### src/rtl/ha_result_accumulator.sv
// Accumulates {carry,sum} half-adder results over a run of N_SAMPLES accepted samples.
// Optional feature macro: ACC_SAT_EN (accumulator clamps to all-ones on overflow instead of wrapping).
module ha_result_accumulator #(
   parameter  int ACC_W     = 8,
   parameter  int N_SAMPLES = 16,
   localparam int CNT_W     = $clog2(N_SAMPLES + 1)
) (
   input  logic             clk,
   input  logic             rst_n,
   input  logic             ena,
   input  logic             start,
   input  logic             clr,
   input  logic             in_valid,
   input  logic             in_sum,
   input  logic             in_carry,
   output logic [ACC_W-1:0] acc_out,
   output logic [CNT_W-1:0] count,
   output logic             busy,
   output logic             done,
   output logic             ovf,
   output logic             err
);

   localparam logic [1:0] IDLE  = 2'd0;
   localparam logic [1:0] ACCUM = 2'd1;
   localparam logic [1:0] DONE  = 2'd2;

   localparam logic [CNT_W-1:0] LAST = CNT_W'(N_SAMPLES - 1);

   logic [1:0]       state_q, state_n;
   logic [ACC_W-1:0] acc_q, acc_n;
   logic [CNT_W-1:0] cnt_q, cnt_n;
   logic             ovf_q, ovf_n;
   logic             err_q, err_n;
   logic [1:0]       sample;
   logic [ACC_W:0]   sum;

   assign sample = {in_carry, in_sum};
   assign sum    = {1'b0, acc_q} + (ACC_W + 1)'(sample);

   always_comb begin
      state_n = state_q;
      acc_n   = acc_q;
      cnt_n   = cnt_q;
      ovf_n   = ovf_q;
      err_n   = err_q;
      if (start) begin
         // restart wins over clr and any coincident sample
         state_n = ACCUM;
         acc_n   = '0;
         cnt_n   = '0;
         ovf_n   = 1'b0;
         err_n   = 1'b0;
      end else begin
         case (state_q)
            IDLE: ;
            ACCUM: begin
               if (in_valid) begin
                  if (sample == 2'b11) begin
                     err_n = 1'b1;
                  end else begin
`ifdef ACC_SAT_EN
                     acc_n = sum[ACC_W] ? '1 : sum[ACC_W-1:0];
`else
                     acc_n = sum[ACC_W-1:0];
`endif
                     if (sum[ACC_W]) ovf_n = 1'b1;
                     cnt_n = cnt_q + CNT_W'(1);
                     if (cnt_q == LAST) state_n = DONE;
                  end
               end
            end
            DONE: begin
               if (clr) state_n = IDLE;
            end
            default: state_n = IDLE;
         endcase
      end
   end

   always_ff @(posedge clk or negedge rst_n) begin
      if (!rst_n) begin
         state_q <= IDLE;
         acc_q   <= '0;
         cnt_q   <= '0;
         ovf_q   <= 1'b0;
         err_q   <= 1'b0;
      end else if (ena) begin
         state_q <= state_n;
         acc_q   <= acc_n;
         cnt_q   <= cnt_n;
         ovf_q   <= ovf_n;
         err_q   <= err_n;
      end
   end

   assign acc_out = acc_q;
   assign count   = cnt_q;
   assign busy    = (state_q == ACCUM);
   assign done    = (state_q == DONE);
   assign ovf     = ovf_q;
   assign err     = err_q;

endmodule

### config.mk
export PLATFORM = sky130hd
export DESIGN_NAME = ha_result_accumulator
export DESIGN_NICKNAME = d
export VERILOG_FILES = /design/src/rtl/ha_result_accumulator.sv
export SDC_FILE = /design/constraint.sdc
export NUM_CORES = 1
export LEC_CHECK = 0
export CAP_MARGIN = 20
export CORE_UTILIZATION = 50
export CTS_BUF_LIST = sky130_fd_sc_hd__clkbuf_16
export DETAILED_ROUTE_END_ITERATION = 10
export PLACE_DENSITY = 0.9
export SYNTH_ARGS = -nofsm -noshare
export SYNTH_HDL_FRONTEND = slang
export SYNTH_SLANG_ARGS = --single-unit
### constraint.sdc
create_clock -name clk -period 4.3 [get_ports clk]
set_input_delay 1.29 -clock clk [delete_from_list [all_inputs] [get_ports clk]]
set_output_delay 1.29 -clock clk [all_outputs]
set_load 0.03 [all_outputs]
# == Word level (Yosys, flattened, before mapping) ==
# Index checks and enable logic that the tools add are counted.
# W data, S select, Z words.
# word_totals
input_bits,8
word_cells,49
ff_bits,17
# classes
n_mux,23
add_sub_neg,2
reduce_logical,9
n_eq_ne,10
# op_table
op,count
$mux W8,4
$mux W5,4
$mux W2,5
$add A8 B2 Y9,1
$mux W1,9
$ne A3 B3 Y1 const B,3
$reduce_and A4 Y1,2
$reduce_bool A2 Y1,4
$pmux W2 S3,1
$reduce_and A6 Y1,1
$add A5 B1 Y5 const B,1
$eq A5 B4 Y1 const B,1
$reduce_and A5 Y1,1
$eq A2 B2 Y1 const B,2
$ne A2 B2 Y1 const B,2
$ne A3 B2 Y1 const B,1
$eq A2 B1 Y1 const B,1
$logic_not A2 Y1,1

# == Logic depth before layout (Yosys ltp) ==
# depth
word_depth,6
ltp_mapped,6
ltp_nobuf,6

# == Worst setup path after synthesis ==
# No wires, ideal clock.
# synth_timing
path_type,input to register
from,in ena
to,"reg acc_q[7], in the netlist acc_out[7]"
cell_stages,5
n_path_buf,1
slack_ps,1858
required_time_ps,4222
arrival_ps,2364
cell_sequence,buf_4 > and4b_4 > nand2_4 > or4_1 > a21oi_1
# synth_via
elab_chain_cells,1
# synth_lines
item,line_no,source
from (decl),10,"input logic ena,"
$reduce_and A4 Y1 (no line),n/a,
to (signal assigned),90,acc_q <= acc_n;
to (decl),31,"logic [ACC_W-1:0] acc_q, acc_n;"
# No other way between the ends.
# A chain may end at the register's enable or synchronous reset.

# == Worst setup path after layout ==
# Same ends and word-level chain as after synthesis.

==> run summary <==
Status: finished, final reports clean
Pwr/cell area: 437.6 nW/um^2
Min-delay src: err$_DFFE_PN0P_
Reg2Reg Depth: 4
DIE AREA: 2028 um^2
Largest cells by area after synthesis: dfrtp_1 (46%), xor2_1 (5.7%), ha_1 (5.4%), nor2_1 (4.1%), and3_1 (3.4%)
CTS hold repair buffers: 0
Vias/cell: 5.457
RSZ-0062 raised after global routing: no
Port bufs: 24
Site row count: 15
Pre-Repair DR Iteration Count: 4
Worst vdd ir: 0.2743 mV
Boundary Pins: 25
Avg Inst Size Synth: 10.17 um^2
Routed Antenna Nets: 0
Area leader, netlist: dfrtp_1
Dpl cell area: 1177 um^2
Req. time, crit path: 4.47 ns
Area occupied by registers: 425.4 um^2
Seq cells post-synth: 17
Detailed placer's ending HPWL: 1334 um
Slew @ Worst Pin: 0.7357 ns
Final clock skew: 0.001460 ns
Largest net degree at the start of global routing: 18
Final Cycle Share: 67.48%
Synthesized cell area: 925.9 um^2
Root Buffer: clkbuf_16
Final wirelength: 2014 um
Worst Hold Endpoint: err$_DFFE_PN0P_
Cell area after layout: 1257 um^2
Drt initial violations: 33
Chip width: 45.03 um
First-pass GRT wire length: 3187 um
Setup violators final: 0
Initial core utilization: 53.62%
Clock-pin transition on the worst setup and hold timing paths: 0.05 ns
Max Cap Viol: 0
Final max-slew violation count: 0
CP Buf/Inv Count: 1
Initial antenna violation count: 0
Resized Gates After CTS: 0
Post-Synthesis Cells: 91
Fillers: 117
Die span in y: 45.03 um
Synth warn: 0
Max FO, Critical Path: 12
Post-Synth Simple-Gate Area: 18.51%
Global route overflow: 0
DP Cell Count: 136
Reg2Reg Setup Slack: 2.58 ns
Multiplexer share of the synthesized area: 3.243%
Post-Syn Nets: 104
Nets: 129
GPL Wtd Cong: 0.8334
Main combinational cell family by area after synthesis: simple AND/OR/NAND/NOR gates
Adder-Cell Fraction of Synth Area: 7.568%
Fmax achieved: 0.3446 GHz
Critical Path End Type: register
H-tree Lvls: 1
Core ar.: 1727 um^2
Vias in the first global route: 698
Worst setup path class: primary input to register
Post-route minimum period: 2.902 ns
Leak: 0.5781 nW
DRC: 0
Share of the synthesized area in the top cell type: 45.95%
CP max stage cell: clkdlybuf4s50_1
Sequential fraction of the synthesis area: 45.95%
Clk buf depth: 2
Relative slew slack: 50.80%
Total power: 0.5502 mW
Crit path DAT: 3.07 ns
Compound-Gate Fraction of Synth Area: 12.16%
Combined area of the multi-input logic cells: 454.2 um^2
Setup tns final: 0 ns
Worst path cell trace: clkdlybuf4s50_1, and4b_4, nand2_4, or4_1, a21oi_1
Fin. Hold Viols: 0
Fin cells: 140
Share of cells above drive strength 1: 5.217%
CTS tree: done
Hold Crit Depth: 2
Worst R2R Start: state_q[1]$_DFFE_PN0P_
Critical path launch point type: primary input
Min Hold Slack: 0.5077 ns
CP peak stage delay: 0.61 ns
Via count: 764
CTS sink cnt: 17
Post-Synth XOR/XNOR Area: 7.568%
Num CTS Buffers: 3
N_diodes: 0
Unique masters post-synth: 30
Post-CTS setup repair buffer count: 0
R2r endpoint: acc_out[7]$_DFFE_PN0P_
Worst-Skew Late Latency: 0.25 ns
CP top delay family: simple AND/OR/NAND/NOR gates
Area growth, synth to finish: 35.81%
WL/cell: 14.39 um
Worst Hold Class: register to register
Tot GR Track Use: 22.28%
[how the worst max path moves through the flow]
stage / to / from / slack, ns / cells past startpoint
after floorplan: acc_out[7]$_DFFE_PN0P_ / ena / 1.86 / 5
after global routing: acc_out[7]$_DFFE_PN0P_ / ena / 1.34 / 5
after detailed placement: acc_out[7]$_DFFE_PN0P_ / ena / 1.16 / 5
after global placement: acc_out[7]$_DFFE_PN0P_ / ena / 1.19 / 5
final: acc_out[7]$_DFFE_PN0P_ / ena / 1.40 / 5
after CTS: acc_out[7]$_DFFE_PN0P_ / ena / 1.41 / 5
[synthesized netlist by cell type]
| cell type | number |
|---|---|
| mux2i_1 | 3 |
| nand4_1 | 4 |
| nand3_1 | 2 |
| a21o_1 | 2 |
| and4_1 | 1 |
| clkbuf_1 | 2 |
| o22ai_1 | 5 |
| o31ai_1 | 1 |
| ha_1 | 4 |
| a311o_1 | 1 |
| or4_1 | 1 |
| and4b_4 | 1 |
| inv_1 | 7 |
| dfrtp_1 | 17 |
| nand2_1 | 2 |
| and2_1 | 2 |
| xor2_1 | 6 |
| fa_1 | 1 |
| xnor2_1 | 2 |
| and3_1 | 5 |
| buf_4 | 1 |
| a31oi_1 | 1 |
| o21ai_0 | 2 |
| a41oi_1 | 1 |
| buf_2 | 1 |
| nor2_1 | 10 |
| nor2b_1 | 1 |
| a32oi_1 | 1 |
| a21oi_1 | 3 |
| nand2_4 | 1 |
[layout by cell type, fill, tap and decap left out]
cell	netlist	final
fa_1	1	1
a32oi_1	1	1
a311o_1	1	1
and2_1	2	2
o31ai_1	1	1
nand4_1	4	4
xnor2_1	2	2
o21ai_0	2	2
nand3_1	2	2
dfrtp_1	17	17
xor2_1	6	6
a41oi_1	1	1
and3_1	5	5
and4b_4	1	1
a31oi_1	1	1
nor2b_1	1	1
clkdlybuf4s50_1	0	24
clkinv_2	0	1
nand2_1	2	2
a21o_1	2	2
o22ai_1	5	5
nand2_4	1	1
inv_1	7	7
ha_1	4	4
or4_1	1	1
and4_1	1	1
mux2i_1	3	3
clkbuf_16	0	3
a21oi_1	3	3
nor2_1	10	10
[worst reg2reg max path: stages (launching register included)]
cell and delay (ns):
dfrtp_1 0.41, and4b_4 0.45, nand2_4 0.11, or4_1 0.51, a21oi_1 0.16
[registers in the layout, summed over array words and instances (netlist names)]
register and count:
ovf 1, acc_out 8, err 1, state_q 2, count 5
[logic make-up (layout without fill, tap and decap cells)]
logic type	Yosys count	in the layout
DFF	17	17
buffers and inverters	11	35
xor gates and xnor gates	8	8
muxes	3	3
and+or+nand+nor	30	30
adders and majority gates	5	5
AOI/OAI and AO/OA	17	17
[per-layer routing]
layer  part of all wire (%)  track usage (%)
met3                    3.4            3.600
met5                      0                0
met4                    1.5            9.091
met1                     45            31.03
met2                     50            34.49
[per-stage QoR]
stage	worst slack (ns)	util, %
2_1_floorplan	1.858	-
3_3_place_gp	1.194	68.19
3_5_place_dp	1.156	68.19
4_1_cts	1.406	72.83
5_1_grt	1.339	72.83
6_report	1.398	72.83
[power breakdown]
part | switching, mW | internal (mW)
combinational | 0.0915 | 0.0700
sequential | 0.0234 | 0.179
clock | 0.0623 | 0.124
total | 0.177 | 0.373
[area by class of cell]
type                       instances  area share (%)
inverter                           7           2.090
clock buffer                       3           5.970
timing repair buffer              24           19.10
clock inverter                     1          0.3980
sequential                        17           33.83
tap                               25           2.488
multi-input combinational         63           36.12
(Power assumes the default switching activity.)
